## src/rtl/mips_mem_pkg.sv

```systemverilog
// Shared encodings for the MIPS data-memory store path: access sizes and
// the skid-buffer state of store_lane_packer.
package mips_mem_pkg;

  typedef logic [1:0] size_t;

  localparam size_t SZ_BYTE = 2'b00;
  localparam size_t SZ_HALF = 2'b01;
  localparam size_t SZ_WORD = 2'b10;
  localparam size_t SZ_RSVD = 2'b11;

  // ONE: output register holds a store; FULL: skid register holds one too
  typedef enum logic [1:0] {
    EMPTY = 2'b00,
    ONE   = 2'b01,
    FULL  = 2'b10
  } state_t;

endpackage

```

## src/rtl/store_lane_encode.sv

```systemverilog
// Combinational lane steering for sb/sh/sw: replicates the store data across
// lanes and builds byte enables. Misalignment flagged only with STORE_MISALIGN_TRAP_EN.
module store_lane_encode
  import mips_mem_pkg::*;
(
  input  logic [1:0]  addr_lo,
  input  size_t       size,
  input  logic [31:0] data,
  output logic [31:0] wdata,
  output logic [3:0]  be,
  output logic        misaligned
);

  always_comb begin
    wdata      = data;
    be         = 4'b1111;
    misaligned = 1'b0;
    case (size)
      SZ_BYTE: begin
        wdata = {4{data[7:0]}};
        be    = 4'b0001 << addr_lo;
      end
      SZ_HALF: begin
        wdata = {2{data[15:0]}};
        be    = 4'b0011 << {addr_lo[1], 1'b0};
`ifdef STORE_MISALIGN_TRAP_EN
        misaligned = addr_lo[0];
`endif
      end
      // Word, and the reserved size which is a plain word without the trap
      default: begin
`ifdef STORE_MISALIGN_TRAP_EN
        misaligned = (size == SZ_RSVD) || (addr_lo != 2'b00);
`endif
      end
    endcase
  end

endmodule

```

## src/rtl/store_lane_packer.sv

```systemverilog
// Store-path narrowing unit: registered valid/ready stage with a 2-entry skid
// buffer toward data memory. Optional misaligned-store trap: STORE_MISALIGN_TRAP_EN.
module store_lane_packer
  import mips_mem_pkg::*;
#(
  parameter int AW = 32,
  parameter int DW = 32
) (
  input  logic          clk,
  input  logic          rst,
  input  logic          s_valid,
  output logic          s_ready,
  input  logic [AW-1:0] s_addr,
  input  logic [DW-1:0] s_data,
  input  logic [1:0]    s_size,
  output logic          m_valid,
  input  logic          m_ready,
  output logic [AW-1:0] m_addr,
  output logic [DW-1:0] m_wdata,
  output logic [3:0]    m_be,
  output logic          misalign_err,
  output logic [AW-1:0] err_addr
);

  state_t state, next_state;

  logic [AW-1:0] out_addr, skid_addr, in_addr;
  logic [DW-1:0] out_wdata, skid_wdata, in_wdata;
  logic [3:0]    out_be, skid_be, in_be;
  logic          misaligned, accept, drop, push, xfer;
  logic          load_out_in, load_out_skid, load_skid;

  store_lane_encode u_encode (
    .addr_lo    (s_addr[1:0]),
    .size       (size_t'(s_size)),
    .data       (s_data),
    .wdata      (in_wdata),
    .be         (in_be),
    .misaligned (misaligned)
  );

  assign in_addr = {s_addr[AW-1:2], 2'b00};
  assign s_ready = !rst && (state != FULL);
  assign accept  = s_valid && s_ready;
  assign drop    = accept && misaligned;
  assign push    = accept && !misaligned;
  assign m_valid = (state != EMPTY);
  assign xfer    = m_valid && m_ready;
  assign m_addr  = out_addr;
  assign m_wdata = out_wdata;
  assign m_be    = out_be;

  always_comb begin
    next_state    = state;
    load_out_in   = 1'b0;
    load_out_skid = 1'b0;
    load_skid     = 1'b0;
    case (state)
      EMPTY: begin
        if (push) begin
          load_out_in = 1'b1;
          next_state  = ONE;
        end
      end
      ONE: begin
        if (push && xfer) begin
          load_out_in = 1'b1;
        end else if (push) begin
          load_skid  = 1'b1;
          next_state = FULL;
        end else if (xfer) begin
          next_state = EMPTY;
        end
      end
      FULL: begin
        if (xfer) begin
          load_out_skid = 1'b1;
          next_state    = ONE;
        end
      end
      default: next_state = EMPTY;
    endcase
  end

  always_ff @(posedge clk) begin
    if (rst) begin
      state      <= EMPTY;
      out_addr   <= '0;
      out_wdata  <= '0;
      out_be     <= '0;
      skid_addr  <= '0;
      skid_wdata <= '0;
      skid_be    <= '0;
    end else begin
      state <= next_state;
      if (load_out_in) begin
        out_addr  <= in_addr;
        out_wdata <= in_wdata;
        out_be    <= in_be;
      end else if (load_out_skid) begin
        out_addr  <= skid_addr;
        out_wdata <= skid_wdata;
        out_be    <= skid_be;
      end
      if (load_skid) begin
        skid_addr  <= in_addr;
        skid_wdata <= in_wdata;
        skid_be    <= in_be;
      end
    end
  end

`ifdef STORE_MISALIGN_TRAP_EN
  always_ff @(posedge clk) begin
    if (rst) begin
      misalign_err <= 1'b0;
      err_addr     <= '0;
    end else begin
      misalign_err <= drop;
      if (drop) err_addr <= s_addr;
    end
  end
`else
  assign misalign_err = 1'b0;
  assign err_addr     = '0;
`endif

endmodule

```

## config.mk

```make
export PLATFORM = sky130hd
export DESIGN_NAME = store_lane_packer
export DESIGN_NICKNAME = d
export VERILOG_FILES = /design/src/rtl/mips_mem_pkg.sv /design/src/rtl/store_lane_encode.sv /design/src/rtl/store_lane_packer.sv
export SDC_FILE = /design/constraint.sdc
export NUM_CORES = 1
export LEC_CHECK = 0
export CAP_MARGIN = 20
export CORE_ASPECT_RATIO = 0.5
export CORE_UTILIZATION = 35
export DETAILED_ROUTE_END_ITERATION = 10
export PLACE_DENSITY = 0.62
export SLEW_MARGIN = 15
export SYNTH_ARGS = -nofsm -noshare
export SYNTH_HDL_FRONTEND = slang
export SYNTH_SLANG_ARGS = --single-unit
```

## constraint.sdc

```tcl
create_clock -name clk -period 1.7 [get_ports clk]
set_input_delay 0.34 -clock clk [delete_from_list [all_inputs] [get_ports clk]]
set_output_delay 0.34 -clock clk [all_outputs]
set_load 0.05 [all_outputs]
```

==> results.txt <==
----------------------------------------------------
[Critical path]
  Cell depth of the worst flop-to-flop path ... 4
  Kind of launch point of the worst setup path ... flip-flop
  Flop-to-flop setup slack ... 170 ps
  Data required, critical path ... 1360 ps
  Type of destination of the critical path ... output pin
  Critical path class ... reg -> out
  Worst reg2reg startpoint ... state[1]
  Worst reg2reg endpoint ... skid_addr[21]
  Crit path DAT ... 1290 ps
  Top fanout value on the critical path ... 10

[Global routing]
  Global-route wire length before repair ... 28400 µm
  GRT overflow ... 0
  Number of antenna violations at the first check in global routing ... 0
  Number of global-route vias before repair ... 5470
  Overall fraction of global-route tracks in use ... 19.5%
  GR Layer Usage met1 ... 25.9%
  Pin count of the biggest net entering global routing ... 73
  Met2 Track Usage GR ... 32.5%
  Global Route met3 Usage ... 3.18%
  Most heavily used metal layer in global routing ... met2

[Timing]
  Relative slew slack ... 48.0%
  Final Setup Violations ... 0
  Worst hold slack ... 369 ps
  Total count of max-transition violations in the final report ... 0
  Part of the cycle the worst path needs ... 96.0%
  Worst Tran Pin Value ... 780 ps
  Highest clock rate ... 613 MHz
  Largest clock skew in the final design ... 8.53 ps
  Final-report hold violation count ... 0
  Unrepaired setup endpoints after global routing ... false
  Minimum clock period after layout ... 1630 ps

[Layout]
  Share of layout cells above drive strength 1 ... 22.8%
  Post-layout nets ... 916
  Number of antenna diodes ... 0
  Synth-to-Final Area Change ... 34.8%
  Number of filler instances in the final layout ... 1648

[Floorplanning]
  Total core area ... 17400 µm²
  Die boundary height ... 96.6 µm
  Die width ... 191 µm
  Cell row count ... 34
  Initial Utilization ... 35.9%
  Die outline area ... 18500 µm²
  Number of top-level pins ... 173

[Power and ir drop]
  Worst ir drop on vdd ... 0.723 mV
  Post-layout power ... 8.92 mW
  Switching Share ... 29.6%
  P_sw ... 2.64 mW
  Clock network fraction of total power ... 42.6%
  Share of power burned in combinational logic ... 19.4%
  Part of the power in registers ... 38.0%
  Internal power of the cells ... 6.28 mW
  Leakage Power ... 3.17 nW
  Power density relative to cell area ... 1060 nW/µm²

[Clock network]
  Max H-tree Level ... 4
  Clk Latency, worst-skew pair ... 410 ps
  Clock tree root driver cell ... sky130_fd_sc_hd__clkbuf_16
  Inserted Clock Buffers ... 17
  Clk sinks ... 134
  CTS hold repair buffers ... 0
  Number of buffers on the longest clock path ... 2
  Clock tree from TritonCTS ... yes
  Clock transition time at the flip-flop clock pins of the worst setup and hold paths ... 60 ps

[Synthesis]
  Post-synthesis async set-or-reset flop share ... 0%
  Commonest cells in the synthesized netlist ... sky130_fd_sc_hd__dfxtp_1 (134), sky130_fd_sc_hd__nand2_1 (104), sky130_fd_sc_hd__a21oi_1 (67), sky130_fd_sc_hd__o21ai_0 (42), sky130_fd_sc_hd__buf_4 (40)
  Share of the synthesized area in the top cell type ... 42.9%
  Count of flip-flops with a built-in enable after synthesis ... 0
  Most frequent cell after synthesis ... sky130_fd_sc_hd__dfxtp_1
  Yosys cell types ... 36
  Top cells by area in the synthesized netlist ... sky130_fd_sc_hd__dfxtp_1 (43%), sky130_fd_sc_hd__nand2_1 (6.2%), sky130_fd_sc_hd__mux2i_1 (5.8%)
  Prevailing post-synth register cell ... sky130_fd_sc_hd__dfxtp_1
  Cell count after synthesis ... 713
  Number of warnings issued by yosys ... 0
  Proportion of synthesized chip area in sequential cells ... 42.9%
  Cell taking the most area after synthesis ... sky130_fd_sc_hd__dfxtp_1
  FF+latch count, synth ... 134
  Area of the mapped netlist ... 6260 µm²
  Avg Synthesized Cell Area ... 8.78 µm²

[Routing]
  Final routed DRC violation total ... 2
  Total wirelength of the detailed-routed design ... 18000 µm
  Vias after detailed routing ... 5840
  Wire length per cell after detailed routing ... 16.5 µm
  Initial DRC count ... 345
  Avg Vias per Cell ... 5.35
  Post-detailed-route count of antenna-violating nets ... 0
  Number of search-and-repair iterations in the first detailed-routing pass ... 8

[Place]
  Global placer's final weighted congestion ... 0.798
  Detailed placement HPWL ... 12000 µm
  # port buffers ... 137

[Hold path]
  Count of cells along the worst hold path ... 3
  Launch point of the worst hold path ... rst
  Path type of the worst min-delay path ... in -> reg
  Worst Hold Path EP ... skid_wdata[31]

[Status]
  Violated checks ... DRC
  Status ... finished with violations

[Flow run]
  Maxcap violations ... 0

----------------------------------------------------
==> cells by family (layout without fill, tap and decap cells) <==
family / Yosys count / count (layout) / synth area share [%]
buffers and inverters: 114 / 225 / 10.5
AND/OR/NAND/NOR: 201 / 201 / 16.4
multiplexers: 44 / 44 / 7.20
flip-flops: 134 / 134 / 42.9
AO/OA/AOI/OAI: 219 / 219 / 23.0
other: 1 / 35 / 0.0599
==> metrics by stage <==
stage	util (%)	setup TNS (ps)	instance area [µm²]	cells	setup WS [ps]
floorplan	-	0	6390	747	28.2
global placement	44.9	-26890	7830	1061	-283
detailed placement	44.9	-30410	7830	1061	-312
CTS	48.4	0	8430	1092	15.1
global route	48.4	0	8440	1092	4.76
finish	48.4	0	8440	1092	67.5
==> how the worst max path moves through the flow <==
stage | slack (ps) | start | depth (start not counted) | endpoint
floorplan | 30 | rst | 4 | s_ready
global placement | -280 | s_valid | 5 | skid_addr[12]
detailed placement | -310 | m_ready | 5 | m_wdata[10]
CTS | 20 | state[1] | 3 | s_ready
global route | 5 | state[0] | 4 | m_addr[2]
finish | 70 | state[1] | 3 | s_ready
==> cell type report <==
cell class,instances,area (µm²),share of cell area [%]
Multi-Input combinational cell,499,3070,36.4
Sequential cell,134,2680,31.8
Timing Repair Buffer,192,1770,21.0
Clock buffer,20,457,5.41
Tap cell,234,293,3.47
Clock inverter,11,150,1.78
Inverter,2,7.51,0.0890
==> sequential cells by signal, summed over array words and instances, names as in the netlist <==
name        count
m_addr         30
m_be            4
m_wdata        32
skid_addr      30
skid_be         4
skid_wdata     32
state           2
==> cell usage in the layout, fill, tap and decap left out, types with 2 or more instances in the layout <==
cell type                         count
sky130_fd_sc_hd__a211oi_1            20
sky130_fd_sc_hd__a21oi_1             67
sky130_fd_sc_hd__a221oi_1            20
sky130_fd_sc_hd__a22oi_1             20
sky130_fd_sc_hd__a311oi_1            38
sky130_fd_sc_hd__buf_12              13
sky130_fd_sc_hd__buf_4              111
sky130_fd_sc_hd__bufinv_16            3
sky130_fd_sc_hd__clkbuf_16           17
sky130_fd_sc_hd__clkbuf_8             2
sky130_fd_sc_hd__clkdlybuf4s50_1     68
sky130_fd_sc_hd__clkinv_2             2
sky130_fd_sc_hd__clkinv_4             3
sky130_fd_sc_hd__clkinvlp_4           2
sky130_fd_sc_hd__conb_1              35
sky130_fd_sc_hd__dfxtp_1            133
sky130_fd_sc_hd__inv_1                2
sky130_fd_sc_hd__mux2_2               8
sky130_fd_sc_hd__mux2i_1             36
sky130_fd_sc_hd__nand2_1            104
sky130_fd_sc_hd__nand2b_1             4
sky130_fd_sc_hd__nand3_1             38
sky130_fd_sc_hd__nor2_2               2
sky130_fd_sc_hd__nor3_1              19
sky130_fd_sc_hd__nor3_2              20
sky130_fd_sc_hd__o2111ai_1            4
sky130_fd_sc_hd__o21ai_0             42
sky130_fd_sc_hd__o22ai_1              6
sky130_fd_sc_hd__or2_2                2
==> routing by layer <==
metal,routed length (µm),up-vias
met2,8560,172
li1,-,2805
met3,713,20
met1,8480,2843
met5,0,-
met4,251,0
==> power groups by stage <==
stage               Sequential, mW  Clock [mW]  Combinational [mW]
floorplan                     3.83           0               0.774
global placement              3.45           0                1.71
detailed placement            3.45           0                1.73
CTS                           3.39        3.86                1.73
global route                  3.40        4.01                1.84
finish                        3.39        3.80                1.73
==> critical path, stage by stage, from the launching register on <==
cell	delay [ps]
sky130_fd_sc_hd__dfxtp_2	440
sky130_fd_sc_hd__nor2b_2	210
sky130_fd_sc_hd__nor2_2	50
sky130_fd_sc_hd__buf_4	190
==> timing repair <==
item | 4_1_cts | 5_1_grt
gates resized for setup | 1 | 1
setup endpoints to repair | 1 | 1
setup buffers | 0 | 0
cloned | 0 | 0
endpoints found under the hold margin | 0 | 0
Note: power is estimated with default switching activity, not from simulation.
